$ cat config.mk
export PLATFORM = sky130hd
export DESIGN_NAME = serdes_word_aligner
export DESIGN_NICKNAME = d
export VERILOG_FILES = /design/src/rtl/serdes_word_aligner.sv
export SDC_FILE = /design/constraint.sdc
export NUM_CORES = 1
export LEC_CHECK = 0
export CAP_MARGIN = 10
export CORE_MARGIN = 2
export CORE_UTILIZATION = 45
export DETAILED_ROUTE_END_ITERATION = 10
export DONT_BUFFER_PORTS = 1
export PLACE_DENSITY_LB_ADDON = 0.05
export REMOVE_ABC_BUFFERS = 1
export SYNTH_ARGS = -nofsm -noshare
export SYNTH_HDL_FRONTEND = slang
export SYNTH_SLANG_ARGS = --single-unit
$ cat constraint.sdc
create_clock -name clkdiv -period 2.3 [get_ports clkdiv]
set_input_delay 0.115 -clock clkdiv [delete_from_list [all_inputs] [get_ports clkdiv]]
set_output_delay 0.115 -clock clkdiv [all_outputs]
set_load 0.1 [all_outputs]
$ cat src/rtl/serdes_word_aligner.sv
// Word aligner behind the ISERDES. It issues BITSLIP until the training word repeats MATCH_COUNT times,
// then forwards the aligned words and optionally counts pattern errors.
//  state     | meaning
//  S_IDLE    | disabled, all outputs at reset values
//  S_COMPARE | checking din against the training word
//  S_SLIP    | one-cycle bitslip pulse to the ISERDES
//  S_WAIT    | ignore din while the ISERDES settles after a slip
//  S_LOCKED  | aligned, din forwarded to dout, errors counted
//  S_FAILED  | every rotation tried without lock, held until en drops
module serdes_word_aligner #(
    parameter int         DATA_WIDTH    = 8,
    parameter logic [7:0] TRAIN_PATTERN = 8'hB5,
    parameter int         MATCH_COUNT   = 16,
    parameter int         SLIP_WAIT     = 3
) (
    input  logic                  clkdiv,
    input  logic                  rst_n,
    input  logic                  en,
    input  logic                  check,
    input  logic [DATA_WIDTH-1:0] din,
    output logic                  bitslip,
    output logic                  locked,
    output logic                  fail,
    output logic [DATA_WIDTH-1:0] dout,
    output logic                  dout_valid,
    output logic [3:0]            slip_cnt,
    output logic [15:0]           err_cnt
);

    localparam int MATCH_W = $clog2(MATCH_COUNT + 1);
    localparam int WAIT_W  = $clog2(SLIP_WAIT + 1);

    typedef enum logic [2:0] {
        S_IDLE, S_COMPARE, S_SLIP, S_WAIT, S_LOCKED, S_FAILED
    } state_t;

    state_t               state, state_nxt;
    logic [MATCH_W-1:0]   match_cnt, match_cnt_nxt;
    logic [WAIT_W-1:0]    wait_cnt, wait_cnt_nxt;
    logic [3:0]           slip_cnt_nxt;
    logic [15:0]          err_cnt_nxt;
    logic                 bitslip_nxt, locked_nxt, fail_nxt;
    logic [DATA_WIDTH-1:0] dout_nxt;
    logic                 match;

    assign match      = (din == TRAIN_PATTERN[DATA_WIDTH-1:0]);
    assign dout_valid = locked;

    always_ff @(posedge clkdiv or negedge rst_n) begin
        if (!rst_n) begin
            state     <= S_IDLE;
            match_cnt <= '0;
            wait_cnt  <= '0;
            bitslip   <= 1'b0;
            locked    <= 1'b0;
            fail      <= 1'b0;
            dout      <= '0;
            slip_cnt  <= '0;
            err_cnt   <= '0;
        end else begin
            state     <= state_nxt;
            match_cnt <= match_cnt_nxt;
            wait_cnt  <= wait_cnt_nxt;
            bitslip   <= bitslip_nxt;
            locked    <= locked_nxt;
            fail      <= fail_nxt;
            dout      <= dout_nxt;
            slip_cnt  <= slip_cnt_nxt;
            err_cnt   <= err_cnt_nxt;
        end
    end

    // Dropping en wins over every other transition, including reaching lock.
    always_comb begin
        state_nxt = state;
        if (!en) begin
            state_nxt = S_IDLE;
        end else begin
            case (state)
                S_IDLE:    state_nxt = S_COMPARE;
                S_COMPARE: begin
                    if (match) begin
                        if (match_cnt == MATCH_W'(MATCH_COUNT - 1))
                            state_nxt = S_LOCKED;
                    end else if (slip_cnt == 4'(DATA_WIDTH)) begin
                        state_nxt = S_FAILED;
                    end else begin
                        state_nxt = S_SLIP;
                    end
                end
                S_SLIP:    state_nxt = S_WAIT;
                S_WAIT:    if (wait_cnt == WAIT_W'(1)) state_nxt = S_COMPARE;
                S_LOCKED:  state_nxt = S_LOCKED;
                S_FAILED:  state_nxt = S_FAILED;
                default:   state_nxt = S_IDLE;
            endcase
        end
    end

    always_comb begin
        match_cnt_nxt = match_cnt;
        wait_cnt_nxt  = wait_cnt;
        slip_cnt_nxt  = slip_cnt;
        err_cnt_nxt   = err_cnt;
        bitslip_nxt   = (state_nxt == S_SLIP);
        locked_nxt    = (state_nxt == S_LOCKED);
        fail_nxt      = (state_nxt == S_FAILED);
        dout_nxt      = locked_nxt ? din : '0;
        if (state_nxt == S_IDLE) begin
            match_cnt_nxt = '0;
            wait_cnt_nxt  = '0;
            slip_cnt_nxt  = '0;
            err_cnt_nxt   = '0;
        end else begin
            case (state)
                S_IDLE: begin
                    match_cnt_nxt = '0;
                    wait_cnt_nxt  = '0;
                    slip_cnt_nxt  = '0;
                    err_cnt_nxt   = '0;
                end
                S_COMPARE: begin
                    match_cnt_nxt = match ? match_cnt + MATCH_W'(1) : '0;
                    if (state_nxt == S_SLIP)
                        slip_cnt_nxt = slip_cnt + 4'd1;
                end
                S_SLIP:   wait_cnt_nxt = WAIT_W'(SLIP_WAIT);
                S_WAIT:   wait_cnt_nxt = wait_cnt - WAIT_W'(1);
                S_LOCKED: begin
                    if (check && !match && err_cnt != 16'hFFFF)
                        err_cnt_nxt = err_cnt + 16'd1;
                end
                default: ;
            endcase
        end
    end

endmodule

=== After elaboration in Yosys (flattened, before gate mapping) ===
Cells that the tools add are included.

* Bits in registers: 41
* Bits in latches: 0
* RAM bits: 0
* ROM bits: 0
* Input bits: 12
* Output and inout port bits: 32
* Logic and storage cells: 56
* Memories kept: 0

* Add/sub/neg operators: 4
* Multiply operators: 0
* Divide/modulo/power cells: 0
* Order comparisons: 0
* Equality and inequality tests: 15
* Shifts and indexed selects: 0
* Muxes and demuxes: 18
* Bitwise logic cells: 0
* Reductions and logical operators: 10

{| class="wikitable"
|+ Operators by type and width
! operator !! number
|-
| 16-bit 2-to-1 mux || 2
|-
| 16-bit case mux with 2 select lines || 1
|-
| 3-bit case mux with 6 select lines || 1
|-
| 16-bit by 1-bit adder with 16-bit output (second input constant) || 1
|-
| 16-bit inequality test (second input constant) || 1
|-
| 3-bit 2-to-1 mux || 5
|-
| 3-bit equality test (second input constant) || 4
|-
| 5-bit 2-to-1 mux || 2
|-
| 5-bit case mux with 2 select lines || 1
|-
| 3-bit by 2-bit equality test with 1-bit output (second input constant) || 3
|-
| 8-bit equality test (second input constant) || 1
|-
| 4-bit 2-to-1 mux || 2
|-
| 8-bit 2-to-1 mux || 1
|-
| 4-bit case mux with 2 select lines || 1
|-
| 3-bit zero test || 2
|-
| 3-bit inequality test (second input constant) || 2
|-
| 2-bit case mux with 3 select lines || 1
|-
| 3-bit nonzero test || 2
|-
| 5-bit by 1-bit adder with 5-bit output (second input constant) || 1
|-
| 5-bit by 4-bit equality test with 1-bit output (second input constant) || 1
|-
| 4-bit by 1-bit adder with 4-bit output (second input constant) || 1
|-
| 4-bit equality test (second input constant) || 1
|-
| 2-bit AND reduction || 2
|-
| 4-bit nonzero test || 1
|-
| other kinds (6) || 7
|}

=== Longest topological paths before layout ===
Gate-level depths: netlist of run 1.

* Word-level depth: 9
* Depth in mapped cells: 8

=== Least setup slack after synthesis of run 1 ===
OpenSTA, ideal clock, no wires.

* Path type: reg2reg
* Start point: reg err_cnt[0]
* End point: reg err_cnt[6]
* Setup time: 0.080 ns
* Arrival: 2.545 ns
* Required time: 2.220 ns
* Path slack: -0.326 ns
* Cell stages (with the launch flop): 9
* Buffers on the path: 2
* Period minus slack after synthesis: 2.626 ns
* Cell sequence: dfrtp_1 ha_1 and4_4 and3_1 buf_6 and3_4 buf_6 or4_1 a21oi_1

* Cells in the longest elaborated chain, start to end: 4
* Elaborated cells on any way between the ends: 8
* Classes of those cells: add/sub (1); eq/ne (2); mux (3); reduce/logical (2)

{| class="wikitable"
|+ Ends and longest elaborated chain
! item !! line !! text
|-
| from (decl) || 27 || <nowiki>output logic [15:0] err_cnt</nowiki>
|-
| from (signal assigned) || 69 || <nowiki>err_cnt <= err_cnt_nxt;</nowiki>
|-
| 16-bit by 1-bit adder with 16-bit output / 16-bit inequality test (equally long branches) || 131, 130 ||
|-
| 16-bit 2-to-1 mux / 1-bit logical AND (equally long branches) || 130 || <nowiki>if (check && !match && err_cnt != 16'hFFFF)</nowiki>
|-
| 16-bit case mux with 2 select lines / 3-bit inequality test (equally long branches) || - ||
|-
| 16-bit 2-to-1 mux / 2-bit AND reduction (equally long branches) || - ||
|}

Several ways; a longest one is shown, not always the timed one. The select of a mux whose other input is x is not followed.
A chain may end at the register's enable or synchronous reset.

=== Final worst setup path of run 1 ===
* Start point: reg match_cnt[0]
* End point: reg dout[5]

* Cells in the longest elaborated chain, start to end: 7

{| class="wikitable"
|+ Ends and longest elaborated chain
! item !! line !! text
|-
| from (decl) || 38 || <nowiki>logic [MATCH_W-1:0] match_cnt, match_cnt_nxt;</nowiki>
|-
| from (signal assigned) || 62 || <nowiki>match_cnt <= match_cnt_nxt;</nowiki>
|-
| 5-bit by 4-bit equality test with 1-bit output || 83 || <nowiki>if (match_cnt == MATCH_W'(MATCH_COUNT - 1))</nowiki>
|-
| 3-bit 2-to-1 mux || 83 ||
|-
| 3-bit 2-to-1 mux || 82 || <nowiki>if (match) begin</nowiki>
|-
| 3-bit case mux with 6 select lines || 79 || <nowiki>case (state)</nowiki>
|-
| 3-bit 2-to-1 mux || 76 || <nowiki>if (!en) begin</nowiki>
|-
| 3-bit equality test || 106 || <nowiki>locked_nxt = (state_nxt == S_LOCKED);</nowiki>
|-
| net locked_nxt || 42 || <nowiki>logic bitslip_nxt, locked_nxt, fail_nxt;</nowiki>
|-
| 8-bit 2-to-1 mux || 108 || <nowiki>dout_nxt = locked_nxt ? din : '0;</nowiki>
|-
| net dout_nxt[5] || 43 || <nowiki>logic [DATA_WIDTH-1:0] dout_nxt;</nowiki>
|-
| to (signal assigned) || 67 || <nowiki>dout <= dout_nxt;</nowiki>
|-
| to (decl) || 24 || <nowiki>output logic [DATA_WIDTH-1:0] dout,</nowiki>
|}

The timed path passes the listed nets, and every way through them passes these cells.

==> results of run 1 <==
[flip-flops by register name, summed over array words and instances (netlist names), 2 cells and up]
signal	cells
wait_cnt	2
state	3
err_cnt	16
slip_cnt	4
match_cnt	5
dout	8
[cell families after synthesis]
family          after synthesis  synth area share (%)
simple gates                100                 26.12
compound gates               50                 16.02
flops                        41                 47.07
buf+inv                      20                 4.477
xor+xnor                      6                 2.411
fa+ha+maj                     6                 3.444
mux                           1                0.4593
[final cells by class]
cell class | instances | area share, %
multi-input combinational | 163 | 40.71
tap | 54 | 2.605
inverter | 9 | 1.302
sequential | 41 | 39.60
clock inverter | 3 | 0.9648
timing repair buffer | 37 | 12.16
clock buffer | 5 | 2.653
[path summary, 6_finish.rpt]
check | start | endpoint | slack, ns | cells after the start
max | match_cnt[0] | dout[5] | 0.11 | 7
max in group asynchronous | rst_n | dout_valid | 1.83 | 2
min reg2reg | match_cnt[4] | match_cnt[4] | 0.56 | 2
min in group asynchronous | rst_n | err_cnt[13] | 0.27 | 2
min | en | err_cnt[1] | 0.11 | 2
max reg2reg | match_cnt[0] | dout[5] | 0.11 | 7
[power breakdown]
| group | switching [uW] | internal, uW |
|---|---|---|
| logic | 107 | 53.7 |
| clock network | 271 | 221 |
| registers | 18.7 | 730 |
[metal layers]
metal,global-route usage [%],vias to the layer above,part of all wire [%]
li1,-,876,-
met1,22.08,857,40
met2,37.70,39,53
met3,5.487,8,4.9
met4,7.475,0,1.7
met5,0,-,0
[cells in the final DEF, fill, tap and decap left out, types with 4 or more instances in the layout]
master / synthesis / routed
nor2_1: 22 / 22
or3_1: 4 / 4
or4_1: 4 / 4
dfrtp_1: 41 / 40
o21ai_0: 8 / 8
and2_1: 13 / 13
inv_1: 8 / 8
a21oi_1: 13 / 13
dlygate4sd3_1: 0 / 10
ha_1: 6 / 6
xnor2_1: 5 / 5
and3_1: 5 / 5
nand2_1: 12 / 12
o31ai_1: 7 / 7
nor3_1: 6 / 6
a211oi_1: 4 / 4
clkbuf_8: 0 / 5
nand3_1: 13 / 13
buf_4: 1 / 26
[through the flow]
step / hold WS, ns / util [%] / std cells
CTS: 0.1112 / 55.28 / 312
global route: 0.1211 / 55.28 / 312
global placement: -0.1796 / 50.72 / 293
floorplan: -0.1806 / - / 213
detailed placement: -0.1796 / 50.72 / 293
finish: 0.1126 / 55.28 / 312
[timing repair]
action                    CTS  global route
setup buffers               0             0
hold buffers               11             0
hold endpoints to repair   51             0
==> results.md, run 1 <==
- Initial antenna violation count: 0
- Status: complete, no violations
- Max Clk Rate: 457.5 MHz
- Worst slew margin: ~38%
- Min cycle time layout: 2.186 ns
- Clock root buffer: clkbuf_8
- Die Y: between 70 and 80 um
- Slowest-stage cell, CP: dfrtp_1
- CP Class: flop to flop
- Layout area overhead: 19.00%
- Die span in x: roughly 74 um
- Vias in the first global route: 1,837
- Maximum buffer depth of the clock tree: 2
- First-pass GRT wire length: approximately 8400 um
- Post-DR vias/cell: around 5.7
- Crit path DAT: ~2.4 ns
- Pwr dens: roughly 540 nW/um^2
- Distinct cells, synth: 55
- FILL cells: around 430
- Routed WL: around 5000 um
- Crit path cell chain: ha_1, and3_1, ha_1, or3_1, a41o_1, o2111a_1, and2_1
- Synth top area cells: dfrtp_1 47%, nor2_1 3.8%, and2_1 3.7%, ha_1 3.4%, a21oi_1 3.0%
- Largest net degree at the start of global routing: 42
- Final HPWL from detailed placement: 3734 um
- Row cnt: 25
- Yosys warnings: 0
- Placed cell area: between 2000 and 2500 um^2
- WL per Instance: between 15 and 20 um
- Worst Max-Slew Pin Slew: ~0.94 ns
- Post-CTS sizing: 0
- Worst vdd ir: ~0.32 mV
- DR pass1 iterations: 5
- Initial drt markers: 63
- Routed vias: roughly 1.8k
- CTS clk-pin slew, worst paths: 0.08 ns
- Core Area: 4692 um^2
- DP Worst Slack: roughly 0.13 ns
- Area of the mapped netlist: approximately 2200 um^2
- WP buf/inv: 0
- Share of layout cells above drive strength 1: between 10% and 20%
- Final Worst Setup Slack: 0.1144 ns
- Skew final: approximately 0.0079 ns
- Post-synth ARST share: 100.0%
- Most used cell, CP: ha_1
- Commonest cells in the netlist: 41 x dfrtp_1, 22 x nor2_1, 13 x a21oi_1, 13 x and2_1, 13 x nand3_1
- DIE AREA: around 5400 um^2
- Final setup viols: 0
- GRT overflow: 0
- Htree depth: 2
- Clock sinks: 41
- Register area share after synthesis: 47.07%
- PortBufs: 0
- # IOs: 44
- Drc violations: 0
- Nets: roughly 280
- Post-synth top flop: dfrtp_1
- Crit Path Max Fanout: 9
- Starting density of the core: 46.45%
- Yosys reg bits: slightly above 40
- Crit path required time: approximately 2.5 ns
- Crit end category: flop
- Crit share post-route: 95.03%
- Register area: roughly 1000 um^2
- Hold Crit Class: primary input to flop
- CP Launch Type: flop
- Multi-input logic area: approximately 1100 um^2
- Slowest cell delay on critical path: 0.42 ns
- Yosys top cell area share: a little under half
- Leak pwr: 0.001137 uW
- Total track usage: between 20 and 25%
- Cell family with most CP delay: simple AND/OR/NAND/NOR gates
- Max-cap violations: 0
- Post-synthesis cell count: between 200 and 250
- Clock Latency Late Sink: 0.30 ns
- Syn_area_per_cell: a little under 10 um^2
- Setup TNS: 0 ns
- EDFF count, synth: 0
- DRT antenna net count: 0
- RSZ-0062 raised after global routing: false
- Final slew viol count: 0
- Final hold violations: 0
- Area leader, netlist: dfrtp_1
- GPL Wtd Cong: just over 0.8
- Finished layout cell area: 2594 um^2
- Num CTS Buffers: 5
- CTS tree: done
- Total Power: about 1400 uW
- Antenna cell count: 0
- Most common cell in the netlist: dfrtp_1
Note: power is estimated with default switching activity, not from simulation.
==> run 2: changes to the inputs <==
- ABC_AREA: unset -> 1
- PLACE_DENSITY: unset -> 0.62
- PLACE_DENSITY_LB_ADDON: 0.05 -> unset
==> run 2 against run 1 <==
Utilization up 0.69 points. Register-to-register slack better by 0.18 ns. Cell count up 26%. Worst setup slack improved by 0.18 ns. Design area rose by 4.0%. Routed wire length decreased by 1.7%. Maximum frequency up 8.9%. Clock-buffer cell count is the same. Sequential power hardly changed. Clock skew increased by 0.0017 ns. Sequential cell count unchanged. Synthesized cell count increased by 30%.
==> results.md, run 2 <==
- Status: complete, no violations
- Synth top area cells: dfrtp_1 45%, nand2_1 12%, nor2_1 6.7%, inv_1 6.1%, nand3_1 5.5%
- Max-cap violations: 0 (unchanged)
- Non-Filler Instances: 394 (+26%)
- Syn_area_per_cell: 7.859 um^2 (-19%)
- Skew final: 0.009596 ns (+0.001712 ns)
- Leak pwr: 0.001347 uW (+18%)
- Yosys warnings: 0 (unchanged)
- Post-synth ARST share: 100.0% (unchanged)
- CTS tree: done
- RSZ-0062 raised after global routing: false
- Routed WL: 4917 um (-1.7%)
- PortBufs: 0 (unchanged)
- Finished layout cell area: 2696 um^2 (+4.0%)
- Hold Crit Class: primary input to flop
- Area leader, netlist: dfrtp_1
- Total track usage: 19.32% (-1.1 points)
- Placed cell area: 2500 um^2 (+5.0%)
- Placed cell count: 376 (+28%)
- Layout area overhead: 17.50%
- Setup TNS: 0 ns (unchanged)
- Most frequent cells in the layout: 71 x nand2_1, 41 x nor2_1, 40 x dfrtp_1
- M1 WL: 2246 um (+11%)
- Slowest-stage cell, CP: dfrtp_1
- Clock root buffer: clkbuf_8
- Worst vdd ir: 0.3400 mV (+6.5%)
- WL per Instance: 12.48 um (-22%)
- Htree depth: 2 (unchanged)
- Register area share after synthesis: 44.71% (-2.4 points)
- Num CTS Buffers: 5 (unchanged)
- DR top layer: met4
- Largest Register: err_cnt
- Most common cell in the netlist: nand2_1
- Crit path DAT: 2.19 ns (-0.19 ns)
- CTS clk-pin slew, worst paths: 0.07 ns (about the same)
- # Post-CTS Setup Buffers: 0 (unchanged)
- Max FFs per register: 16 (unchanged)
- Final hold violations: 0 (unchanged)
- Post-synthesis cell count: 292 (+30%)
- Max Clk Rate: 498.3 MHz (+8.9%)
- Top flop regs: err_cnt x16, dout x8, match_cnt x5
- Row cnt: 25 (unchanged)
- Post-CTS sizing: 0 (unchanged)
- Post-DR vias/cell: 4.855 (-15%)
- Vias in the first global route: 1,832 (-0.27%)
- First-pass GRT wire length: 8328 um (-0.66%)
- Commonest non-fill, non-tap cell in the layout: nand2_1
- Largest net degree at the start of global routing: 42 (unchanged)
- DRT antenna net count: 0 (unchanged)
- DR pass1 iterations: 4 (-1)
- Commonest cells in the netlist: 71 x nand2_1, 41 x dfrtp_1, 41 x nor2_1
- Worst slew margin: 38.06% (+0.36 points)
- FILL cells: 499 (+17%)
- Clock Latency Late Sink: 0.29 ns (about the same)
- Share of layout cells above drive strength 1: 16.82% (-1.8 points)
- Core Area: 4817 um^2 (+2.7%)
- Die span in x: 75.41 um (+2.5%)
- Final HPWL from detailed placement: 3672 um (-1.6%)
- Distinct cells, synth: 32 (-42%)
- CP Class: flop to flop
- GRT overflow: 0 (unchanged)
- Slowest cell delay on critical path: 0.40 ns (-0.02 ns)
- Post-synth top flop: dfrtp_1
- Routed wl met2: 2398 um (-9.6%)
- Die Y: 75.41 um (+2.5%)
- Crit share post-route: 87.25% (-7.8 points)
- Area of the mapped netlist: 2295 um^2 (+5.3%)
- Final Worst Setup Slack: 0.2933 ns (+0.1789 ns)
- Maximum buffer depth of the clock tree: 2 (unchanged)
- Most used cell, CP: nand2_1
- # IOs: 44 (unchanged)
- Yosys reg bits: 41 (unchanged)
- Nets: 344 (+25%)
- Initial antenna violation count: 0 (unchanged)
- Pwr dens: 509.1 nW/um^2 (-5.8%)
- WP buf/inv: 0 (unchanged)
- Crit end category: flop
- Crit Path Max Fanout: 5 (-4)
- Crit path required time: 2.48 ns (about the same)
- CTS hold repair buffers: 10 (-1)
- WL met3: 219 um (-9.9%)
- Final slew viol count: 0 (unchanged)
- Cell family with most CP delay: simple AND/OR/NAND/NOR gates
- Drc violations: 0 (unchanged)
- CP Launch Type: flop
- Yosys top cell area share: 44.71% (-2.4 points)
- Initial drt markers: 71 (+13%)
- Routed vias: 1,913 (+7.5%)
- Clock sinks: 41 (unchanged)
- DIE AREA: 5687 um^2 (+5.0%)
- Min cycle time layout: 2.007 ns (-0.1789 ns)
- Crit path cell chain: ha_1, nand2_1, nor2_1, ha_1, or2_0, nand3_1, nand3_1, nand2_1, nand3_1, nand2_2, nand2_2, nand2_1, nand2_1
- DP Worst Slack: 0.3112 ns (+0.1843 ns)
- Final setup viols: 0 (unchanged)
- Starting density of the core: 47.64% (+1.2 points)
- Worst Max-Slew Pin Slew: 0.9317 ns (-0.005343 ns)
- Antenna cell count: 0 (unchanged)
- GPL Wtd Cong: 0.8649 (+4.1%)
- EDFF count, synth: 0 (unchanged)
==> run 2: changes by cell type after synthesis, sizes merged, moves of 5 or more <==
cell,previous run,this run
a21oi,13,7
and2,14,0
and3,7,1
clkbuf,5,0
inv,9,44
nand2,12,75
nand3,13,26
nor2,22,43
o21ai,9,16
o31ai,7,0
xor2,1,10
==> run 2: cell type report <==
cell class	instances	area, um^2	area share (%)
multi-input cells	202	1059	39.26
flip-flops and latches	41	1027	38.10
repair buffers	32	275.3	10.21
inverters	44	165.2	6.125
well taps	67	83.83	3.109
clock buffers	5	68.82	2.552
clock inverters	3	17.52	0.6497
==> run 2: path summary, 6_finish.rpt <==
path                               from          end  slack [ns]  depth (start not counted)
max                        match_cnt[0]  slip_cnt[1]        0.29                         13
min                                  en      bitslip        0.01                          2
max reg2reg                match_cnt[0]  slip_cnt[1]        0.29                         13
min reg2reg                 wait_cnt[1]  wait_cnt[1]        0.54                          2
max in group asynchronous         rst_n   dout_valid        1.79                          2
min in group asynchronous         rst_n   err_cnt[2]        0.30                          2
==> run 2: metal layers <==
metal,up-vias,global-route usage (%)
met5,-,0
met4,0,7.018
met3,6,4.233
met2,41,33.04
met1,882,24.05
li1,984,-
==> run 2: kinds of logic (layout without fill, tap and decap cells) <==
| kind of cell | after synthesis | in the layout | synth area share [%] |
|---|---|---|---|
| buf+inv | 49 | 84 | 9.160 |
| xor+xnor | 11 | 11 | 4.198 |
| simple gates | 157 | 157 | 30.75 |
| flops | 41 | 41 | 44.71 |
| compound gates | 28 | 28 | 7.906 |
| fa+ha+maj | 6 | 6 | 3.271 |
==> run 2: metrics by stage <==
step / utilization [%] / total power, uW / hold slack, ns
finish: 55.97 / 1373 / 0.01190
global route: 55.97 / 1443 / 0.01767
CTS: 55.97 / 1397 / 0.01026
detailed placement: 51.90 / 894.6 / -0.1794
global placement: 51.90 / 895.1 / -0.1795
floorplan: - / 863.9 / -0.1806
==> run 2: where the power goes <==
group / internal (uW) / switching [uW] / total [uW]
clock: 210 / 253 / 462
combinational: 49.3 / 113 / 162
sequential: 730 / 18.2 / 748
total: 989 / 384 / 1370
==> run 3: changes to the inputs <==
- PLACE_DENSITY: 0.62 -> unset
==> run 3 against run 2 <==
Cell count unchanged. Global-route usage increased by 1.3 points. Critical path depth unchanged. Largest cell class unchanged. Clock-buffer cell count unchanged. Sequential cell count unchanged. Via count increased by 0.21%. Power increased by 17%. Utilization increased by 1.1 points.
==> results.md, run 3 (synthesis results as in run 2) <==
- Status: complete, no violations
- Largest net degree at the start of global routing: 42 (unchanged)
- Crit share post-route: 86.32% (-0.92 points)
- Htree depth: 2 (unchanged)
- First-pass GRT wire length: 8811 um (+5.8%)
- Initial antenna violation count: 0 (unchanged)
- Crit path DAT: 2.17 ns (-0.02 ns)
- Crit Path Max Fanout: 5 (unchanged)
- Min cycle time layout: 1.985 ns (-0.02121 ns)
- Die Y: 75.41 um (unchanged)
- Total Power: 1603 uW (+17%)
- Row cnt: 25 (unchanged)
- Num CTS Buffers: 5 (unchanged)
- Initial drt markers: 57 (-20%)
- RSZ-0062 raised after global routing: false
- Setup TNS: 0 ns (unchanged)
- Worst Max-Slew Pin Slew: 0.9306 ns (-0.001090 ns)
- Max-cap violations: 0 (unchanged)
- PortBufs: 0 (unchanged)
- Commonest non-fill, non-tap cell in the layout: nand2_1
- Final setup viols: 0 (unchanged)
- GPL Wtd Cong: 0.8483 (-1.9%)
- Routed WL: 4994 um (+1.6%)
- Hold Crit Class: primary input to flop
- Clock root buffer: clkbuf_8
- Nets: 344 (unchanged)
- DIE AREA: 5687 um^2 (unchanged)
- Worst vdd ir: 0.3617 mV (+6.4%)
- Final HPWL from detailed placement: 3631 um (-1.1%)
- Antenna cell count: 0 (unchanged)
- WL per Instance: 12.68 um (+1.6%)
- Maximum buffer depth of the clock tree: 2 (unchanged)
- Leak pwr: 0.001371 uW (+1.8%)
- Max Clk Rate: 503.7 MHz (+1.1%)
- Post-DR vias/cell: 4.865 (+0.21%)
- Drc violations: 0 (unchanged)
- DP Worst Slack: 0.3349 ns (+0.02366 ns)
- # Post-CTS Setup Buffers: 0 (unchanged)
- Crit path required time: 2.48 ns (about the same)
- Final hold violations: 0 (unchanged)
- CTS tree: done
- Most frequent cells in the layout: 71 x nand2_1, 41 x nor2_1, 40 x dfrtp_1
- CP Class: flop to flop
- Worst slew margin: 38.14% (+0.072 points)
- Crit end category: flop
- # IOs: 44 (unchanged)
- Starting density of the core: 47.64% (unchanged)
- Clock sinks: 41 (unchanged)
- Largest Register: err_cnt
- Vias in the first global route: 2,009 (+9.7%)
- Pwr dens: 582.9 nW/um^2 (+14%)
- DR pass1 iterations: 4 (unchanged)
- CTS clk-pin slew, worst paths: 0.08 ns (about the same)
- Total track usage: 20.59% (+1.3 points)
- Skew final: 0.003363 ns (-0.006233 ns)
- CP Launch Type: flop
- Top flop regs: err_cnt x16, dout x8, match_cnt x5
- Max FFs per register: 16 (unchanged)
- Clock Latency Late Sink: 0.29 ns (about the same)
- Core Area: 4817 um^2 (unchanged)
- Final slew viol count: 0 (unchanged)
- Share of layout cells above drive strength 1: 16.51% (-0.31 points)
- Layout area overhead: 19.85%
- Routed vias: 1,917 (+0.21%)
- Die span in x: 75.41 um (unchanged)
- GRT overflow: 0 (unchanged)
- DRT antenna net count: 0 (unchanged)
- Final Worst Setup Slack: 0.3146 ns (+0.02121 ns)
==> run 3: area by class of cell <==
| type | instances | area [um^2] |
|---|---|---|
| inverters | 44 | 165.2 |
| fillers | 481 | 2067 |
| repair buffers | 32 | 277.8 |
| flip-flops and latches | 41 | 1027 |
| clock buffers | 5 | 68.82 |
| multi-input cells | 202 | 1059 |
| well taps | 67 | 83.83 |
| clock inverters | 3 | 68.82 |
==> run 3: stage by stage <==
stage | cell area [um^2] | util [%] | hold WS [ns] | cells
after global placement | 2492 | 51.74 | -0.1797 | 375
after detailed placement | 2492 | 51.74 | -0.1796 | 375
after CTS | 2750 | 57.09 | 0.007483 | 394
after global routing | 2750 | 57.09 | 0.01991 | 394
after floorplan | 2250 | - | -0.1806 | 287
final | 2750 | 57.09 | 0.01664 | 394
==> run 3: path summary, 6_finish.rpt <==
check | to | slack, ns | startpoint | cells after the start
min in group asynchronous | err_cnt[3] | 0.27 | rst_n | 2
min | state[0] | 0.02 | en | 2
max | slip_cnt[1] | 0.31 | match_cnt[0] | 13
max in group asynchronous | err_cnt[8] | 1.81 | rst_n | 2
min reg2reg | wait_cnt[1] | 0.53 | wait_cnt[1] | 2
max reg2reg | slip_cnt[1] | 0.31 | match_cnt[0] | 13
==> run 3: timing repair <==
action                    in CTS  in global routing
hold endpoints to repair      50                  0
resized for setup              0                  0
hold buffers                  11                  0
==> run 3: routing by layer <==
layer	up-vias	track usage, %	part of all wire [%]
li1	978	-	-
met1	896	24.01	42
met2	39	35.85	51
met3	4	6.481	5.6
met4	0	7.018	1.2
met5	-	0	0
==> run 3: worst max-delay path, cell delays in order (launching register included) <==
cell and delay [ns]:
dfrtp_1 0.40, ha_1 0.22, nand2_1 0.08, nor2_1 0.05, ha_1 0.19, or2_0 0.23
nand3_1 0.08, nand3_1 0.09, nand2_1 0.07, nand3_1 0.10, nand2_2 0.13, nand2_2 0.08
nand2_1 0.09, nand2_1 0.05
==> run 3: report_power, final <==
part           internal, uW  switching [uW]  leakage (uW)
Clock                   437             255     0.0000687
Sequential              730            18.5      0.000567
Combinational          49.4             113      0.000735
Total                  1220             387       0.00137
